**config.mk**
```make
export PLATFORM = sky130hd
export DESIGN_NAME = riscv_store_ctrl_flat
export DESIGN_NICKNAME = d
export VERILOG_FILES = /design/src/rtl/riscv_store_ctrl_if.sv /design/src/rtl/riscv_store_ctrl.sv /design/src/flat_wrapper.sv
export SDC_FILE = /design/constraint.sdc
export NUM_CORES = 1
export LEC_CHECK = 0
export CAP_MARGIN = 20
export CORE_UTILIZATION = 40
export CTS_CLUSTER_DIAMETER = 30
export DETAILED_ROUTE_END_ITERATION = 7
export PLACE_DENSITY = 0.69
export SYNTH_ARGS = -nofsm -noshare
export SYNTH_HDL_FRONTEND = slang
export SYNTH_SLANG_ARGS = --single-unit
```
**constraint.sdc**
```tcl
create_clock -name clk -period 1.9 [get_ports clk]
set_input_delay 0.285 -clock clk [delete_from_list [all_inputs] [get_ports clk]]
set_output_delay 0.285 -clock clk [all_outputs]
set_load 0.02 [all_outputs]
```
**src/rtl/riscv_store_ctrl_if.sv**
```systemverilog
// Store-request and data-memory write bus bundle for riscv_store_ctrl.
// st_size encoding: 2'd0 byte, 2'd1 halfword, 2'd2 word, 2'd3 invalid.
interface riscv_store_ctrl_if #(
  parameter int WORD_LENGTH = 32,
  parameter int ADDR_WIDTH  = 32
);
  logic                   st_valid;
  logic                   st_ready;
  logic [ADDR_WIDTH-1:0]  st_addr;
  logic [WORD_LENGTH-1:0] st_data;
  logic [1:0]             st_size;
  logic                   st_done;
  logic                   st_err;
  logic                   mem_req;
  logic                   mem_gnt;
  logic                   mem_ack;
  logic [ADDR_WIDTH-1:0]  mem_addr;
  logic [WORD_LENGTH-1:0] mem_wdata;
  logic [3:0]             mem_be;

  modport master (
    input  st_valid, st_addr, st_data, st_size, mem_gnt, mem_ack,
    output st_ready, st_done, st_err, mem_req, mem_addr, mem_wdata, mem_be
  );

  modport slave (
    output st_valid, st_addr, st_data, st_size, mem_gnt, mem_ack,
    input  st_ready, st_done, st_err, mem_req, mem_addr, mem_wdata, mem_be
  );
endinterface

```
**src/rtl/riscv_store_ctrl.sv**
```systemverilog
// Store-path sequencer: masks/aligns one store into byte lanes and issues one or
// two aligned write beats, holding st_ready low until the last beat is acked.
module riscv_store_ctrl #(
  parameter int WORD_LENGTH      = 32,
  parameter int ADDR_WIDTH       = 32,
  parameter bit SPLIT_MISALIGNED = 1'b1
) (
  input  logic              clk,
  input  logic              rst_n,
  riscv_store_ctrl_if.master bus
);
  localparam int NUM_LANES = WORD_LENGTH / 8;
  localparam logic [1:0] MASK_B = 2'd0, MASK_H = 2'd1, MASK_X = 2'd2;

  typedef enum logic [2:0] {IDLE, REQ0, WAIT0, REQ1, WAIT1, DONE, ERR} state_t;
  state_t state, state_n;

  logic [NUM_LANES-1:0]     base;
  logic                     size_ok;
  logic [WORD_LENGTH-1:0]   masked;
  logic [2*WORD_LENGTH-1:0] wide;
  logic [2*NUM_LANES-1:0]   be_wide;
  logic [1:0]               off;
  logic                     split, split_q;
  logic                     accept, load_hi;
  logic                     ready, req, done, err;
  logic [ADDR_WIDTH-1:0]    addr_q;
  logic [WORD_LENGTH-1:0]   wdata_q, hi_wdata;
  logic [NUM_LANES-1:0]     be_q, hi_be;

  always_comb begin
    base    = '0;
    size_ok = 1'b1;
    case (bus.st_size)
      MASK_B:  base = 4'b0001;
      MASK_H:  base = 4'b0011;
      MASK_X:  base = 4'b1111;
      default: size_ok = 1'b0;
    endcase
  end

  for (genvar i = 0; i < NUM_LANES; i++) begin : g_lane
    assign masked[8*i +: 8] = bus.st_data[8*i +: 8] & {8{base[i]}};
  end

  // Shifting into a double-width window yields both beats at once: the low half
  // is beat0, whatever spills into the high half is beat1.
  assign off     = bus.st_addr[1:0];
  assign wide    = {{WORD_LENGTH{1'b0}}, masked} << {off, 3'b000};
  assign be_wide = {{NUM_LANES{1'b0}}, base} << off;
  assign split   = |be_wide[2*NUM_LANES-1:NUM_LANES];

  always_ff @(posedge clk or negedge rst_n) begin
    if (!rst_n) state <= IDLE;
    else        state <= state_n;
  end

  always_comb begin
    state_n = state;
    ready   = 1'b0;
    req     = 1'b0;
    done    = 1'b0;
    err     = 1'b0;
    accept  = 1'b0;
    load_hi = 1'b0;
    case (state)
      IDLE: begin
        ready = 1'b1;
        if (bus.st_valid) begin
          if (!size_ok || (split && !SPLIT_MISALIGNED)) state_n = ERR;
          else begin
            state_n = REQ0;
            accept  = 1'b1;
          end
        end
      end
      REQ0: begin
        req = 1'b1;
        if (bus.mem_gnt) state_n = WAIT0;
      end
      WAIT0: begin
        if (bus.mem_ack) begin
          if (split_q) begin
            state_n = REQ1;
            load_hi = 1'b1;
          end else state_n = DONE;
        end
      end
      REQ1: begin
        req = 1'b1;
        if (bus.mem_gnt) state_n = WAIT1;
      end
      WAIT1: begin
        if (bus.mem_ack) state_n = DONE;
      end
      DONE: begin
        done    = 1'b1;
        state_n = IDLE;
      end
      ERR: begin
        err     = 1'b1;
        state_n = IDLE;
      end
      default: state_n = IDLE;
    endcase
  end

  // Beat registers only move on accept and on the beat0->beat1 handoff, so the
  // bus sees stable addr/data/be through REQ and WAIT.
  always_ff @(posedge clk or negedge rst_n) begin
    if (!rst_n) begin
      addr_q   <= '0;
      wdata_q  <= '0;
      be_q     <= '0;
      hi_wdata <= '0;
      hi_be    <= '0;
      split_q  <= 1'b0;
    end else if (accept) begin
      addr_q   <= {bus.st_addr[ADDR_WIDTH-1:2], 2'b00};
      wdata_q  <= wide[WORD_LENGTH-1:0];
      be_q     <= be_wide[NUM_LANES-1:0];
      hi_wdata <= wide[2*WORD_LENGTH-1:WORD_LENGTH];
      hi_be    <= be_wide[2*NUM_LANES-1:NUM_LANES];
      split_q  <= split;
    end else if (load_hi) begin
      addr_q  <= addr_q + ADDR_WIDTH'(4);
      wdata_q <= hi_wdata;
      be_q    <= hi_be;
    end
  end

  assign bus.st_ready  = ready;
  assign bus.st_done   = done;
  assign bus.st_err    = err;
  assign bus.mem_req   = req;
  assign bus.mem_addr  = addr_q;
  assign bus.mem_wdata = wdata_q;
  assign bus.mem_be    = be_q;
endmodule

```
**src/flat_wrapper.sv**
```systemverilog
// flat-port wrapper written by rule: the top's interface ports become plain ports
module riscv_store_ctrl_flat 
#(
  parameter int WORD_LENGTH      = 32,
  parameter int ADDR_WIDTH       = 32,
  parameter bit SPLIT_MISALIGNED = 1'b1
)
  (clk, rst_n, bus_st_valid, bus_st_addr, bus_st_data, bus_st_size, bus_mem_gnt, bus_mem_ack, bus_st_ready, bus_st_done, bus_st_err, bus_mem_req, bus_mem_addr, bus_mem_wdata, bus_mem_be);
  riscv_store_ctrl_if #(.WORD_LENGTH(WORD_LENGTH), .ADDR_WIDTH(ADDR_WIDTH)) bus_i ();
  input  logic clk;
  input  logic rst_n;
  input wire logic [$bits(bus_i.st_valid)-1:0] bus_st_valid;
  input wire logic [$bits(bus_i.st_addr)-1:0] bus_st_addr;
  input wire logic [$bits(bus_i.st_data)-1:0] bus_st_data;
  input wire logic [$bits(bus_i.st_size)-1:0] bus_st_size;
  input wire logic [$bits(bus_i.mem_gnt)-1:0] bus_mem_gnt;
  input wire logic [$bits(bus_i.mem_ack)-1:0] bus_mem_ack;
  output wire logic [$bits(bus_i.st_ready)-1:0] bus_st_ready;
  output wire logic [$bits(bus_i.st_done)-1:0] bus_st_done;
  output wire logic [$bits(bus_i.st_err)-1:0] bus_st_err;
  output wire logic [$bits(bus_i.mem_req)-1:0] bus_mem_req;
  output wire logic [$bits(bus_i.mem_addr)-1:0] bus_mem_addr;
  output wire logic [$bits(bus_i.mem_wdata)-1:0] bus_mem_wdata;
  output wire logic [$bits(bus_i.mem_be)-1:0] bus_mem_be;
  assign bus_i.st_valid = bus_st_valid;
  assign bus_i.st_addr = bus_st_addr;
  assign bus_i.st_data = bus_st_data;
  assign bus_i.st_size = bus_st_size;
  assign bus_i.mem_gnt = bus_mem_gnt;
  assign bus_i.mem_ack = bus_mem_ack;
  assign bus_st_ready = bus_i.st_ready;
  assign bus_st_done = bus_i.st_done;
  assign bus_st_err = bus_i.st_err;
  assign bus_mem_req = bus_i.mem_req;
  assign bus_mem_addr = bus_i.mem_addr;
  assign bus_mem_wdata = bus_i.mem_wdata;
  assign bus_mem_be = bus_i.mem_be;
  riscv_store_ctrl #(.WORD_LENGTH(WORD_LENGTH), .ADDR_WIDTH(ADDR_WIDTH), .SPLIT_MISALIGNED(SPLIT_MISALIGNED)) u_core (.clk(clk), .rst_n(rst_n), .bus(bus_i));
endmodule
```
==> impl_metrics.csv, run 1 <==
group,metric,value,unit
clocking,cts_buffer_depth,2,
sta,finalMaxSlewViolations,0,
critical_path,critPathMaxFanout,5,
detailed_routing,drtIter0Drc,328,
synth,synth_edf_count,0,
synth,ys_types,55,
sta,finalClockSkew,0.0100,ns
clocking,cts_tree,"yes",
synth,yosysTopAreaCellShare,45.7,%
sta,min_period,1.86,ns
cells_and_area,finalInstanceArea,7590,µm²
cells_and_area,final_common_cell,"clkdlybuf4s50_1",
synth,ys.flop_type,"dfrtp_1",
synth,yosys.area_share.simple,24.9,%
place,routabilityCongestion,0.993,
synth,synth_top_family_by_area,"simple AND/OR/NAND/NOR gates",
power_and_ir_drop,pwr_density_cell,1400,nW/µm²
cells_and_area,fin_nets,845,
global_routing,grt_pass1_wl,25800,µm
synth,synth_fa_ha_area_share,0.707,%
detailed_routing,drc,0,
global_routing,grt-ovfl-total,0,
synth,synth_xor_area_share,3.46,%
global_routing,antenna_found_initial,0,
global_routing,grt_pass1_vias,5156,
synth,ys_warn_count,0,
detailed_routing,vias_per_cell,5.41,
clocking,clockRootBuffer,"clkbuf_16",
synth,synth_area_leaders,"dfrtp_1 (46%), nand2_1 (8.4%), o21ai_0 (4.4%)",
floorplanning,rows,41,
floorplanning,io_pins,143,
synth,synth.yosys.seq_area_share,45.7,%
floorplanning,initial_utilization,41.6,%
detailed_routing,first_pass_iters,4,
power_and_ir_drop,leakagePower,0.00320,µW
global_routing,grt_usage,24.8,%
floorplanning,fp.dieW,117,µm
critical_path,max_stage_delay,0.40,ns
place,dpl_cell_area,7250,µm²
synth,synthMuxAreaShare,2.78,%
critical_path,worst_setup_path_end_kind,"primary output",
clocking,cts_inserted_buffers,9,
synth,synth_compound_area_share,17.5,%
critical_path,crit_path_start_kind,"flip-flop",
synth,synthArstFlopShare,100,%
place,preCtsSetupSlack,-0.377,ns
clocking,clock_latency,0.36,ns
critical_path,crit_buf_inv,3,
floorplanning,die_h,117,µm
outcome,status,"finished clean",
floorplanning,dieArea,13700,µm²
synth,synthCells,602,
sta,finalHoldViolations,0,
sta,max_freq,539,MHz
cells_and_area,layout_common_cells,"clkdlybuf4s50_1 (135), nand2_1 (119), dfrtp_1 (96)",
critical_path,crit_chain,"buf_4 -> inv_1 -> and3_1 -> dlygate4sd2_1",
place,post-dp-hpwl,12200,µm
sta,holdWs,0.444,ns
synth,synth_area,5310,µm²
place,io_buffers,140,
detailed_routing,drt-total-wl,16300,µm
job,maxCapViolCount,0,
power_and_ir_drop,irDropWorstVdd,730,µV
place,dp.cells,931,
floorplanning,core_area,12800,µm²
sta,slew_headroom,66.1,%
clocking,postCtsSetupRepairBufs,0,
detailed_routing,post_drt_wl_per_cell,17.2,µm
detailed_routing,drtAntennaViolNets,0,
cells_and_area,drive_gt1_share,15.1,%
clocking,clk_pin_slew_worst_paths,0.06,ns
cells_and_area,instances_no_fill,948,
detailed_routing,num_vias,5130,
critical_path,slowest_stage,"dfrtp_1",
sta,setup_ws,0.0431,ns
cells_and_area,area_growth,42.9,%
sta,period_share,97.7,%
sta,finalSetupViolations,0,
synth,avgSynthCellArea,8.82,µm²
sta,tightest_slew,0.509,ns
critical_path,crit_required,1.62,ns
synth,ys_ff_latch,97,
clocking,cts_sinks,97,
critical_path,crit_type,"flip-flop to primary output",
critical_path,critical-path-top-delay-family,"buffers and inverters",
min_path,min_path_type,"primary input to asynchronous set/reset pin",
cells_and_area,antennaDiodeCount,0,
clocking,htreeDepth,3,
global_routing,grt_max_degree,44,
critical_path,cp_data_arrival_time,1.57,ns
synth,synth_largest_area_cell,"dfrtp_1",
==> power breakdown <==
group | switching [µW] | internal (µW)
Combinational | 2660 | 2450
Sequential | 770 | 2950
Clock | 835 | 935
Total | 4260 | 6330
==> cell type report <==
type,instances,area [µm²]
timing repair buffer,202,1920
sequential,97,2430
multi-input combinational,450,2700
clock buffer,11,243
clock inverter,5,36.3
inverter,11,41.3
tap,172,215
fill,1103,5190
==> worst reg2reg max path, delay by kind of cell (launching register included) <==
kind | cells | cell delay, ns
flip-flops | 1 | 0.40
AO/OA/AOI/OAI | 2 | 0.38
AND/OR/NAND/NOR | 3 | 0.93
==> metrics by stage <==
stage                     util [%]  power (µW)  setup TNS (ns)
after floorplan                  -        6280               0
after CTS                     59.0       10600               0
after detailed placement      56.7        8860          -15.92
final                         59.4       10600               0
after global placement        56.7        8740          -14.13
after global routing          59.4       11300        -0.00217
==> layer usage <==
metal,vias to the layer above,global-route usage [%],part of all wire [%]
li1,2446,-,-
met1,2493,28.7,41
met2,163,45.2,51
met3,28,3.71,5.4
met4,0,11.0,2.7
met5,-,0,0
==> final timing paths <==
kind,from,endpoint,slack (ns),cells after the start
max,u_core.state[0],bus_st_err,0.04,4
min,rst_n,u_core.bus.mem_addr[15],0.44,2
max reg2reg,u_core.state[0],u_core.bus.mem_addr[31],0.09,5
min reg2reg,u_core.hi_wdata[22],u_core.hi_wdata[22],0.47,2
max in group asynchronous,rst_n,u_core.hi_wdata[12],0.79,3
min in group clk,bus_st_addr[17],u_core.bus.mem_addr[17],0.47,3
==> cells by family (layout without fill, tap and decap cells) <==
logic type | after synthesis | count (layout)
AOI/OAI and AO/OA | 146 | 146
xor gates and xnor gates | 21 | 21
adders and majority gates | 3 | 3
buffers and inverters | 56 | 229
DFF | 97 | 97
muxes | 14 | 14
other | 1 | 2
and+or+nand+nor | 264 | 264
==> sequential cells by signal, summed over array words and instances, names as in the netlist <==
signal,count
u_core.split_q,1
u_core.bus.mem_wdata,32
u_core.hi_be,3
u_core.state,3
u_core.bus.mem_be,4
u_core.bus.mem_addr,30
u_core.hi_wdata,24
==> synth_stat cells (8+ instances only) <==
master,n
a21oi_1,23
a221o_1,9
a22o_1,9
a22oi_1,18
a31oi_1,13
buf_2,13
clkbuf_1,24
dfrtp_1,97
inv_1,10
mux2i_1,8
nand2_1,119
nand3_1,20
nor2_1,53
nor2b_1,16
nor3_1,11
nor3b_1,8
o21ai_0,47
xnor2_1,18
==> what timing repair did <==
action | 4_1_cts | 5_1_grt
hold buffers | 1 | 0
endpoints found under the setup margin | 5 | 19
gates resized for setup | 5 | 18
endpoints found under the hold margin | 34 | 0
Power figures use the tool's default switching activity.
==> run 2: changes to the inputs <==
--- a/config.mk
+++ b/config.mk
@@ -6,10 +6,13 @@
 export NUM_CORES = 1
 export LEC_CHECK = 0
 export CAP_MARGIN = 20
+export CORE_MARGIN = 10
 export CORE_UTILIZATION = 40
 export CTS_CLUSTER_DIAMETER = 30
 export DETAILED_ROUTE_END_ITERATION = 7
-export PLACE_DENSITY = 0.69
+export DONT_BUFFER_PORTS = 1
+export PLACE_DENSITY = 0.55
+export REMOVE_ABC_BUFFERS = 1
 export SYNTH_ARGS = -nofsm -noshare
 export SYNTH_HDL_FRONTEND = slang
 export SYNTH_SLANG_ARGS = --single-unit
==> run 2 against run 1 <==
  * The run now ends with hold timing left
  * Flip-flop and latch count did not move
  * Sequential share of layout area rose by 7.8 points
  * First-iteration DRC count increased by 10%
  * Global-route usage fell by 6.6 points
  * Sequential power up 13%
  * Clock skew is 0.0019 ns higher
  * Largest cell class unchanged
  * Highest routed layer unchanged
==> impl_metrics.csv, run 2 (synthesized netlist as in run 1, its figures left out) <==
group,metric,value,unit
critical_path,crit_required,1.62,ns
sta,finalClockSkew,0.0120,ns
sta,max_freq,556,MHz
critical_path,worstReg2RegEnd,"u_core.bus.mem_addr[8]",
critical_path,worst-r2r-cell-count,6,
sta,holdWs,-0.375,ns
cells_and_area,fin_nets,696,
detailed_routing,drtIter0Drc,362,
floorplanning,die_h,135,µm
critical_path,worstReg2RegStart,"u_core.state[0]",
sta,finalSetupViolations,0,
power_and_ir_drop,irDropWorstVdd,707,µV
floorplanning,io_pins,143,
clocking,clock_latency,0.36,ns
clocking,cts_sinks,97,
cells_and_area,layout_common_cells,"nand2_1 (119), dfrtp_1 (97), nor2_1 (51)",
place,io_buffers,0,
global_routing,antenna_found_initial,1,
power_and_ir_drop,p_switching,4030,µW
cells_and_area,nFillCells,1271,
global_routing,grt-ovfl-total,0,
critical_path,crit_path_start_kind,"flip-flop",
cells_and_area,drive_gt1_share,15.0,%
critical_path,cp_data_arrival_time,1.51,ns
detailed_routing,first_pass_iters,5,
power_and_ir_drop,pwr-share-comb,35.3,%
floorplanning,initial_utilization,40.4,%
sta,tightest_slew,0.983,ns
sta,slew_headroom,34.3,%
global_routing,grt_pass1_vias,4576,
power_and_ir_drop,clkPwrFrac,20.1,%
global_routing,grt_max_degree,98,
detailed_routing,drt-total-wl,16600,µm
sta,finalHoldViolations,97,
sta,finalMaxSlewViolations,0,
clocking,cts_inserted_buffers,9,
detailed_routing,vias_per_cell,5.69,
floorplanning,core_area,13100,µm²
critical_path,worst_setup_path_end_kind,"primary output",
detailed_routing,num_vias,4569,
critical_path,critPathMaxFanout,7,
floorplanning,dieArea,18300,µm²
global_routing,grt_usage,18.2,%
critical_path,crit_type,"flip-flop to primary output",
critical_path,cp-startpoint,"u_core.state[1]",
clocking,clk_pin_slew_worst_paths,0.07,ns
min_path,min_path_type,"primary input to asynchronous set/reset pin",
power_and_ir_drop,pwr-share-seq,44.6,%
power_and_ir_drop,leakagePower,0.00259,µW
detailed_routing,drc,0,
sta,period_share,94.6,%
detailed_routing,drtAntennaViolNets,0,
power_and_ir_drop,switching_share,42.7,%
power_and_ir_drop,total_power,9430,µW
clocking,htreeDepth,3,
power_and_ir_drop,pwr_density_cell,1550,nW/µm²
floorplanning,rows,42,
clocking,cts_tree,"yes",
sta,rsz0062_at_grt,"yes",
sta,min_period,1.80,ns
critical_path,endpoint,"bus_st_done",
job,maxCapViolCount,0,
clocking,cts_buffer_depth,2,
place,routabilityCongestion,0.783,
critical_path,regToRegSetupSlack,0.13,ns
power_and_ir_drop,intPower,5400,µW
cells_and_area,largest_reg_flops,32,
global_routing,grt_pass1_wl,26000,µm
outcome,violations,"hold timing",
place,post-dp-hpwl,11900,µm
cells_and_area,area_growth,14.8,%
detailed_routing,post_drt_wl_per_cell,20.7,µm
cells_and_area,final_common_cell,"nand2_1",
outcome,status,"complete, but fails checks",
clocking,clockRootBuffer,"clkbuf_16",
floorplanning,fp.dieW,135,µm
==> run 2: metal layers <==
layer | part of all wire [%] | up-vias | GRT usage [%]
li1 | - | 2145 | -
met1 | 41 | 2221 | 21.9
met2 | 47 | 184 | 28.6
met3 | 11 | 19 | 8.31
met4 | 1.2 | 0 | 5.50
met5 | 0 | - | 0
==> run 2: area by class of cell <==
| class | count | area [µm²] | area share (%) |
|---|---|---|---|
| Clock buffer | 13 | 260 | 4.27 |
| Tap cell | 176 | 220 | 3.61 |
| Timing Repair Buffer | 53 | 439 | 7.21 |
| Inverter | 11 | 41.3 | 0.678 |
| Sequential cell | 97 | 2430 | 39.8 |
| Multi-Input combinational cell | 450 | 2670 | 43.7 |
| Antenna cell | 1 | 2.50 | 0.0411 |
| Clock inverter | 2 | 37.5 | 0.616 |
==> run 2: critical path, stage by stage, from the launching register on <==
cell and delay, ns:
dfrtp_1 0.46, buf_4 0.18, nand2b_1 0.15, nor2_1 0.38
==> run 2: worst min-delay path by stage <==
stage                              end  cells past startpoint  slack, ns  startpoint
6_report        u_core.bus.mem_addr[5]                      0      -0.38       rst_n
5_1_grt            u_core.hi_wdata[19]                      0      -0.40       rst_n
4_1_cts             u_core.hi_wdata[4]                      0      -0.39       rst_n
3_5_place_dp   u_core.bus.mem_addr[14]                      0     -0.007       rst_n
3_3_place_gp   u_core.bus.mem_addr[14]                      0     -0.007       rst_n
2_1_floorplan  u_core.bus.mem_addr[10]                      0      -0.01       rst_n
==> run 2: power groups by stage <==
stage / registers [µW] / clock network, µW / logic (µW)
after floorplan: 4440 / 0 / 1720
after global placement: 4260 / 0 / 3240
after detailed placement: 4270 / 0 / 3340
after CTS: 4240 / 1940 / 3340
after global routing: 4340 / 2020 / 3720
final: 4210 / 1900 / 3330
==> run 2: what timing repair did <==
| action | 4_1_cts | 5_1_grt |
|---|---|---|
| hold endpoints to repair | 97 | 97 |
| endpoints found under the setup margin | 0 | 13 |
| resized for setup | 0 | 7 |
| buffers inserted | 0 | 0 |
==> run 2: stage by stage <==
stage	setup WS, ns	TNS [ns]	cell area (µm²)	instances	utilization, %
3_5_place_dp	-0.101	-0.687	5770	787	43.9
6_report	0.103	0	6090	803	46.4
4_1_cts	0.00740	0	6070	802	46.2
3_3_place_gp	-0.0632	-0.308	5770	787	43.9
5_1_grt	-0.00777	-0.00777	6090	802	46.4
2_1_floorplan	-1.93	-102.92	5100	558	-
